$ cat src/rtl/lut_rev_search.sv
// Reverse lookup over a writable 32x8 dm-address table: sequential scan from index 0 for the lowest matching pointer.
// Define LUT_REV_CACHE_EN to add a one-entry last-hit cache that answers a repeated key after a single cycle.
module lut_rev_search #(
  parameter int DEPTH  = 32,
  parameter int PTR_W  = 5,
  parameter int DATA_W = 8
) (
  input  logic              clk,
  input  logic              reset,
  input  logic              wr_en,
  input  logic [PTR_W-1:0]  wr_ptr,
  input  logic [DATA_W-1:0] wr_data,
  input  logic              req_valid,
  output logic              req_ready,
  input  logic [DATA_W-1:0] req_val,
  output logic              rsp_valid,
  input  logic              rsp_ready,
  output logic              rsp_hit,
  output logic [PTR_W-1:0]  rsp_ptr,
  output logic              busy
);
  typedef enum logic [1:0] {IDLE, SCAN, RESP} state_t;

  state_t            state, state_nxt;
  logic [DATA_W-1:0] tbl [DEPTH];
  logic [DATA_W-1:0] key;
  logic [PTR_W-1:0]  idx;
  logic              hit_q;
  logic [PTR_W-1:0]  ptr_q;
  logic              accept;
  logic              last_idx;
  logic              match;
  logic              scan_hit;
  logic [PTR_W-1:0]  scan_ptr;
  logic              use_cache;
  logic [PTR_W-1:0]  cache_ptr;

  // The compare reads the registered table, so a same-cycle write is seen one cycle later.
  assign last_idx = (idx == PTR_W'(DEPTH - 1));
  assign match    = (tbl[idx] == key);
  assign scan_hit = use_cache | match;
  assign scan_ptr = use_cache ? cache_ptr : idx;
  assign rsp_hit  = hit_q;
  assign rsp_ptr  = ptr_q;

  always_ff @(posedge clk or posedge reset) begin
    if (reset) state <= IDLE;
    else       state <= state_nxt;
  end

  always_comb begin
    state_nxt = state;
    accept    = 1'b0;
    req_ready = 1'b0;
    rsp_valid = 1'b0;
    busy      = 1'b1;
    case (state)
      IDLE: begin
        req_ready = 1'b1;
        busy      = 1'b0;
        if (req_valid) begin
          accept    = 1'b1;
          state_nxt = SCAN;
        end
      end
      SCAN: if (scan_hit || last_idx) state_nxt = RESP;
      RESP: begin
        rsp_valid = 1'b1;
        if (rsp_ready) state_nxt = IDLE;
      end
      default: state_nxt = IDLE;
    endcase
  end

  always_ff @(posedge clk or posedge reset) begin
    if (reset) begin
      for (int i = 0; i < DEPTH; i++) tbl[i] <= '0;
      tbl[0] <= DATA_W'(14);
      tbl[1] <= DATA_W'(20);
      tbl[2] <= DATA_W'(127);
      key    <= '0;
      idx    <= '0;
      hit_q  <= 1'b0;
      ptr_q  <= '0;
    end else begin
      if (wr_en) tbl[wr_ptr] <= wr_data;
      if (accept) begin
        key <= req_val;
        idx <= '0;
      end
      if (state == SCAN) begin
        if (scan_hit) begin
          hit_q <= 1'b1;
          ptr_q <= scan_ptr;
        end else if (last_idx) begin
          hit_q <= 1'b0;
          ptr_q <= '0;
        end else begin
          idx <= idx + 1'b1;
        end
      end
    end
  end

`ifdef LUT_REV_CACHE_EN
  logic              cache_vld;
  logic [DATA_W-1:0] cache_key;

  // A cached request still spends one cycle in SCAN so its response timing matches an index-0 hit.
  always_ff @(posedge clk or posedge reset) begin
    if (reset) begin
      cache_vld <= 1'b0;
      cache_key <= '0;
      cache_ptr <= '0;
      use_cache <= 1'b0;
    end else begin
      if (accept) use_cache <= cache_vld && (req_val == cache_key);
      if (wr_en) begin
        cache_vld <= 1'b0;
      end else if (state == SCAN && scan_hit) begin
        cache_vld <= 1'b1;
        cache_key <= key;
        cache_ptr <= scan_ptr;
      end
    end
  end
`else
  assign use_cache = 1'b0;
  assign cache_ptr = '0;
`endif

endmodule

$ cat config.mk
export PLATFORM = sky130hd
export DESIGN_NAME = lut_rev_search
export DESIGN_NICKNAME = d
export VERILOG_FILES = /design/src/rtl/lut_rev_search.sv
export SDC_FILE = /design/constraint.sdc
export NUM_CORES = 1
export LEC_CHECK = 0
export CORE_ASPECT_RATIO = 1.75
export CORE_MARGIN = 2
export CORE_UTILIZATION = 30
export CTS_BUF_LIST = sky130_fd_sc_hd__clkbuf_8
export DETAILED_ROUTE_END_ITERATION = 16
export MAX_ROUTING_LAYER = met4
export PLACE_DENSITY_LB_ADDON = 0.25
export SETUP_SLACK_MARGIN = 0.3
export SKIP_CTS_REPAIR_TIMING = 1
export SLEW_MARGIN = 20
export SYNTH_ARGS = -nofsm -noshare
export SYNTH_HDL_FRONTEND = slang
export SYNTH_SLANG_ARGS = --single-unit
$ cat constraint.sdc
create_clock -name clk -period 10.5 [get_ports clk]
set_input_delay 2.1 -clock clk [delete_from_list [all_inputs] [get_ports clk]]
set_output_delay 2.1 -clock clk [all_outputs]
set_load 0.01 [all_outputs]
# ---- Word level (Yosys, flattened, before mapping)
# Cells that the tools add are included.
# W data, S select, Z words.
dict set report totals {
  in_bits 26
  reg_bits 277
}
dict set report op_classes {
  reduce_logical 6
  order_cmp 3
  eq_ne 7
  muxes 23
  n_addsub 1
  bitwise_logic 2
}
# cell count
set ops {}
lappend ops {{$bwmux W256} 1}
lappend ops {{$bmux W8 S5} 1}
lappend ops {{$demux W8 S5} 1}
lappend ops {{$mux W5} 6}
lappend ops {{$mux W8} 3}
lappend ops {{$ge A6 B6 Y1 const B} 2}
lappend ops {{$not A5 Y6} 2}
lappend ops {{$eq A8 B8 Y1} 1}
lappend ops {{$mux W1} 7}
lappend ops {{$lt A6 B1 Y1 const B} 1}
lappend ops {{$mux W2} 3}
lappend ops {{$ne A2 B2 Y1 const B} 3}
lappend ops {{$pmux W2 S3} 1}
lappend ops {{$add A5 B1 Y5 const B} 1}
lappend ops {{$eq A5 B5 Y1 const B} 1}
lappend ops {{$reduce_and A3 Y1} 1}
lappend ops {{$eq A2 B1 Y1 const B} 1}
lappend ops {{$eq A2 B2 Y1 const B} 1}
lappend ops {{$logic_not A2 Y1} 1}
lappend ops {{$reduce_and A2 Y1} 1}
lappend ops {{$reduce_bool A2 Y1} 1}
lappend ops {{$logic_and A1 B1 Y1} 1}
lappend ops {{$logic_or A1 B1 Y1} 1}

# ---- Depth between registers and ports, before layout
# Gate-level depths: netlist of run 1.
dict set report depth {
  word_depth 8
  depth_mapped 12
  mapped_depth_nobuf 8
}

# ---- Least setup slack after synthesis of run 1
# No wires, ideal clock.
dict set report synth_path {
  path_type {in2reg}
  startpoint {input port wr_ptr[1]}
  endpoint {register tbl[159] (netlist bit)}
  setup_time_ns 0.125
  cell_stages 5
  slack_ns 6.805
  path_buffers 2
  t_arrival_ns 3.570
  path_cell_list {clkbuf_1 > or3b_2 > clkbuf_1 > nor2_1 > mux2_2}
}
dict set report synth_between {
  elab_chain_cells 6
  elab_cells_between_ends 7
  classes_between {order compare (2); mux (3); bitwise (1); reduce/logical (1)}
}
# element line_no
set synth_rtl {}
lappend synth_rtl {{from (decl)} 11} ;# input logic [PTR_W-1:0] wr_ptr,
lappend synth_rtl {{$not A5 Y6 (implied by the code) (*)} 86} ;# if (wr_en) tbl[wr_ptr] <= wr_data;
lappend synth_rtl {{$ge A6 B6 Y1 (implied by the code) / $lt A6 B1 Y1 (equally long branches)} 86}
lappend synth_rtl {{$logic_and A1 B1 Y1 (implied by the code)} 86}
lappend synth_rtl {{$mux W8 (implied by the code)} 86}
lappend synth_rtl {{$demux W8 S5 (*)} 86}
lappend synth_rtl {{$bwmux W256 (*)} 86}
lappend synth_rtl {{to (signal, indexed assignment)} 86}
lappend synth_rtl {{to (decl)} 25} ;# logic [DATA_W-1:0] tbl [DEPTH];
# Mark *: on every way between the ends. The rest lies on a longest branch, timed or not.
# A chain may end at the register's enable or synchronous reset.

# ---- Worst setup path in the final report of run 1
dict set report layout_path {
  startpoint {register idx[0]}
  endpoint {register idx[4]}
}
dict set report layout_between {
  elab_chain_cells 7
  elab_cells_between_ends 10
  classes_between {add/sub (1); eq/ne (2); mux (6); bitwise (1)}
}
# element line_no
set layout_rtl {}
lappend layout_rtl {{from (decl)} 27} ;# logic [PTR_W-1:0] idx;
lappend layout_rtl {{from (signal assigned)} 99} ;# idx <= idx + 1'b1;
lappend layout_rtl {{$not A5 Y6 (implied by the code)} 40} ;# assign match = (tbl[idx] == key);
lappend layout_rtl {{$bmux W8 S5} 40}
lappend layout_rtl {{$mux W8 (implied by the code) (2 in a row)} 40}
lappend layout_rtl {{$eq A8 B8 Y1} 40}
lappend layout_rtl {{$mux W5 (*)} 92} ;# if (scan_hit) begin
lappend layout_rtl {{$mux W5 (*)} 91} ;# if (state == SCAN) begin
# Mark *: on every way between the ends. The rest lies on a longest branch, timed or not. The select of a mux whose other input is x is not followed.

==> reports/qor.yml, run 1 <==
outcome:
  status: "finished, final reports clean"
route:
  ant_nets: 0
  drt_wl_total_um: 35400
  initialDrtViolationCount: 447
  wire_per_inst_um: 22.4
  drc_errors: 0
  num_vias: 8022
  firstDrtPassIters: 5
  vias_per_cell: 5.09
synthesis:
  synth_seq_cells: 277
  avgSynthCellArea_um2: 14.0
  synthArstFlopShare_pct: 100
  yosysUniqueCellTypes: 59
  synth_edf_count: 0
  seq_area_frac_synth_pct: 52.9
  synth_nets: 967
  synth_top_flop_cell: "dfrtp_1"
  yosysWarningCount: 0
  synth_area_mm2: 0.0131
  synth_cells: 939
clock_network:
  cts_tree: "built"
  path_clk_slew_ns: 0.06
  htree_levels: 2
  clock_latency_ns: 0.59
  cts_made_buffers: 43
  cts.sinks: 277
  cts_root_buffer: "clkbuf_8"
  clock_path_buffers: 3
critical_path:
  reg2reg_to: "idx[4]"
  endpoint_kind: "flop"
  path_cells: "buf_4 > mux4_1 > mux2i_1 > a22oi_1 > and4_1 > nor4_2 > or4b_4 > o21ai_4 > mux2_1"
  r2r_cells: 9
  crit_arrival_ns: 4.78
  r2r_start: "idx[0]"
  startpoint: "idx[0]"
  r2r_slack_ns: 6.17
  cp-endpoint: "idx[4]"
  cp_max_fo: 32
  required_ns: 10.95
  cpPeakStageDelay_ns: 0.85
  worstSetupPathType: "flop to flop"
  cp-start-kind: "flop"
  cpMaxStageDelayCell: "dfrtp_4"
run:
  cap_violations: 0
die:
  fp.dieH_um: 281
  die_w_um: 162
  die-area_mm2: 0.0456
  start_util_pct: 30.3
  ioPinCount: 35
  row_count: 101
  core_mm2: 0.0433
timing:
  setup_viol: 0
  period_needed_ns: 4.33
  clock.fmax_mhz: 231
  worst_pin_slew_ns: 1.07
  maxSlewViolCount: 0
  finalCritPeriodShare_pct: 41.2
  setup_tns_ns: 0
  fin_worst_skew_ns: 0.0239
  maxSlewHeadroom_pct: 28.1
  rsz0062_at_grt: "no"
  hold_viol: 0
  setup_slack_ns: 6.17
global_routing:
  grt_pass1_vias: 8540
  grt-ovfl-total: 0
  grt_pass1_wl_um: 54700
  grt_usage_pct: 16.4
  grt_max_degree: 138
  antenna_found_initial: 1
place:
  port_buffers: 34
  routabilityCongestion: 0.791
  dpl.hpwl_um: 23300
  place_ws_ns: 6.01
  placed_cell_area_mm2: 0.0140
final_layout:
  area_growth_pct: 13.0
  post-route-cell-area_mm2: 0.0149
  mostFrequentLayoutCells: "264 x mux2_2, 264 x dfrtp_1, 76 x mux2i_1, 54 x clkbuf_8, 49 x nand2_1"
  drive_gt1_share_pct: 38.9
  nNetsFinal: 1002
worst_hold_path:
  worstHoldPathType: "flop to flop"
pwr:
  peakVddDrop_mv: 0.0880
  power_density_mw_per_mm2: 245
  p_leak_nw: 6.65
## through the flow
step                power, mW  hold WS [ns]  instances  utilization [%]
finish                   3.65         0.483       1576             34.3
global route             3.86         0.515       1576             34.3
CTS                      3.70         0.492       1575             34.3
detailed placement       2.79         0.476       1495             32.3
global placement         2.77         0.461       1495             32.3
floorplan                2.40         0.470        939                -
## state kept, by name, summed over array words and instances (netlist names)
signal and cells:
tbl 256, key 8, idx 5, rsp_ptr 5
state 2, rsp_hit 1
## cells by family (layout without fill, tap and decap cells)
family                     after synthesis  after routing  share of synthesized area [%]
AOI/OAI and AO/OA                       76             76                           4.22
xor gates and xnor gates                 1              1                         0.0667
adders and majority gates                2              2                          0.190
buffers and inverters                   73            143                           2.87
DFF                                    277            277                           52.9
muxes                                  376            376                           34.6
other                                    0              1                              0
and+or+nand+nor                        134            134                           5.22
## Yosys cell counts (all sizes together), types with 2 or more instances
cell	count	share of area, %
clkbuf	44	1.3
a21oi	14	0.53
nor2	28	0.80
a211oi	3	0.17
dfrtp	265	50
nand2	49	1.4
nor2b	4	0.19
a22oi	31	1.8
and4	2	0.13
a31oi	5	0.24
mux4	34	6.0
inv	12	0.34
mux2	266	23
nand3b	5	0.29
nor3b	5	0.29
nand3	17	0.69
dfstp	12	2.4
a21o	8	0.46
ha	2	0.19
a32oi	2	0.13
and3b	3	0.20
and3	5	0.24
nand4	3	0.14
nor4	3	0.19
mux2i	76	5.8
nor4b	2	0.18
buf	17	1.2
a22o	2	0.13
## layer usage
layer,vias to the layer above,GRT usage [%],part of all wire [%]
li1,3548,-,-
met2,161,30.1,55
met4,0,5.51,2.6
met1,4249,18.5,40
met5,-,-,0
met3,64,1.82,2.8
## worst max-delay path, delay by kind of cell, from the launching register on
| kind | cells | cell delay [ns] |
|---|---|---|
| mux | 3 | 1.24 |
| simple gates | 3 | 1.06 |
| flops | 1 | 0.85 |
| buf+inv | 1 | 0.60 |
| compound gates | 2 | 0.40 |
## worst min-delay path by stage
stage             start       end  slack [ns]  depth (start not counted)
2_1_floorplan  tbl[112]  tbl[112]        0.47                          1
3_3_place_gp    rsp_hit   rsp_hit        0.46                          2
3_5_place_dp    rsp_hit   rsp_hit        0.48                          2
4_1_cts         rsp_hit   rsp_hit        0.49                          2
5_1_grt         rsp_hit   rsp_hit        0.52                          2
6_report        rsp_hit   rsp_hit        0.48                          2
## cell type report
type | count | area (µm²)
antenna | 1 | 2.50
sequential | 277 | 6950
tap | 566 | 708
clock inverter | 26 | 111
fill | 4257 | 28500
clock buffer | 54 | 743
multi-input combinational | 589 | 5820
timing repair buffer | 51 | 467
inverter | 12 | 52.6
## power by group
group,total (mW),leakage [nW],internal [mW],switching (mW)
combinational,1.26,2.63,0.599,0.665
sequential,1.49,3.50,1.30,0.185
clock,0.896,0.515,0.464,0.431
(Power assumes the default switching activity.)
==> run 2, diff against run 1 <==
==> constraint.sdc (replaced) <==
create_clock -name clk -period 4.4 [get_ports clk]
set_input_delay 0.88 -clock clk [delete_from_list [all_inputs] [get_ports clk]]
set_output_delay 0.88 -clock clk [all_outputs]
set_load 0.01 [all_outputs]
==> reports/qor.yml, run 2 (same netlist as run 1, synthesis figures left out) <==
critical_path:
  endpoint_kind: "flop"
  cpPeakStageDelay_ns: 0.65
  path_cells: "buf_12 > buf_12 > buf_4 > mux2i_1 > a22oi_1 > a21oi_1 > nor3b_1 > nor4_1 > buf_4 > or4b_4 > o21ai_4 > mux2_1"
  worstSetupPathType: "flop to flop"
  cpMaxStageDelayCell: "dfrtp_4"
  cp_max_fo: 20
  crit_arrival_ns: 4.05
  required_ns: 4.83
  cp-start-kind: "flop"
clock_network:
  cts_made_buffers: 43
  cts_root_buffer: "clkbuf_8"
  path_clk_slew_ns: 0.06
  cts.sinks: 277
  htree_levels: 2
  clock_path_buffers: 3
  cts_tree: "built"
  clock_latency_ns: 0.57
global_routing:
  grt_usage_pct: 16.8
  grt_max_degree: 80
  grt-ovfl-total: 0
  antenna_found_initial: 1
  grt_pass1_vias: 8576
  grt_pass1_wl_um: 55400
timing:
  clock.fmax_mhz: 276
  maxSlewHeadroom_pct: 33.2
  setup_viol: 0
  rsz0062_at_grt: "no"
  hold_viol: 0
  fin_worst_skew_ns: 0.0257
  maxSlewViolCount: 0
  finalCritPeriodShare_pct: 82.4
  worst_pin_slew_ns: 0.998
  period_needed_ns: 3.63
die:
  start_util_pct: 30.3
  core_mm2: 0.0433
  ioPinCount: 35
  row_count: 101
  die-area_mm2: 0.0456
  fp.dieH_um: 281
  die_w_um: 162
route:
  drt_wl_total_um: 35800
  wire_per_inst_um: 22.4
  vias_per_cell: 5.02
  initialDrtViolationCount: 455
  top_layer_used: "met4"
  drc_errors: 0
  num_vias: 8033
  ant_nets: 0
  dr_wl_met3_um: 1020
  wl_met1_um: 13700
  wl_met2_um: 19400
  firstDrtPassIters: 4
place:
  port_buffers: 34
  dpl.hpwl_um: 24600
  place_inst: 1522
  routabilityCongestion: 0.820
pwr:
  finalPower_mw: 8.86
  power_density_mw_per_mm2: 585
  p_leak_nw: 6.81
  peakVddDrop_mv: 0.199
outcome:
  status: "finished, final reports clean"
final_layout:
  drive_gt1_share_pct: 40.3
  mostFrequentLayoutCells: "264 x mux2_2, 264 x dfrtp_1, 76 x mux2i_1, 55 x clkbuf_8, 49 x nand2_1"
  largest_reg_flops: 256
  top_register: "tbl"
  largestRegisters: "tbl x256, key x8"
  fill_cells: 4226
  nNetsFinal: 1029
  fin_cells: 1599
  area_growth_pct: 15.3
worst_hold_path:
  worstHoldPathType: "flop to flop"
run:
  cap_violations: 0
run 2: worst max-delay path, delay by kind of cell, from the launching register on:
family / cells / cell delay [ns]
buf+inv: 4 / 0.83
mux: 2 / 0.43
compound gates: 3 / 0.60
simple gates: 3 / 0.98
flops: 1 / 0.65
run 2: worst paths after layout:
path	startpoint	to	slack [ns]	cells past startpoint
max	idx[0]	idx[1]	0.77	12
min	rsp_hit	rsp_hit	0.48	2
max reg2reg	idx[0]	idx[1]	0.77	12
min reg2reg	rsp_hit	rsp_hit	0.48	2
max in group asynchronous	reset	tbl[244]	2.59	3
min in group asynchronous	reset	tbl[166]	0.84	2
run 2: metrics by stage:
| stage | worst slack, ns | area, µm² | hold WS, ns | TNS [ns] | utilization (%) |
|---|---|---|---|---|---|
| 6_report | 0.774 | 15200 | 0.479 | 0 | 35.0 |
| 5_1_grt | 0.563 | 15200 | 0.509 | 0 | 35.0 |
| 4_1_cts | 0.756 | 15100 | 0.483 | 0 | 35.0 |
| 3_5_place_dp | 0.787 | 14300 | 0.469 | 0 | 33.0 |
| 3_3_place_gp | 0.800 | 14300 | 0.465 | 0 | 33.0 |
| 2_1_floorplan | -0.136 | 13100 | 0.470 | -35.92 | - |
run 2: power by group:
part	switching (mW)	internal, mW
Combinational	1.64	1.57
Clock	1.01	1.18
Sequential	0.375	3.11
Total	3.02	5.85
run 2: final cells by class:
class,count,area [µm²],share of cell area (%)
multi-input combinational,589,5820,38.4
inverter,12,48.8,0.322
tap,566,708,4.67
sequential,277,6950,45.9
clock buffer,55,757,5.00
antenna,1,2.50,0.0165
clock inverter,21,109,0.718
timing repair buffer,78,758,5.00
run 2: metal layers:
layer,GRT usage (%),vias to the layer above
li1,-,3593
met1,18.3,4225
met2,30.6,141
met3,1.76,74
met4,7.53,0
met5,-,-
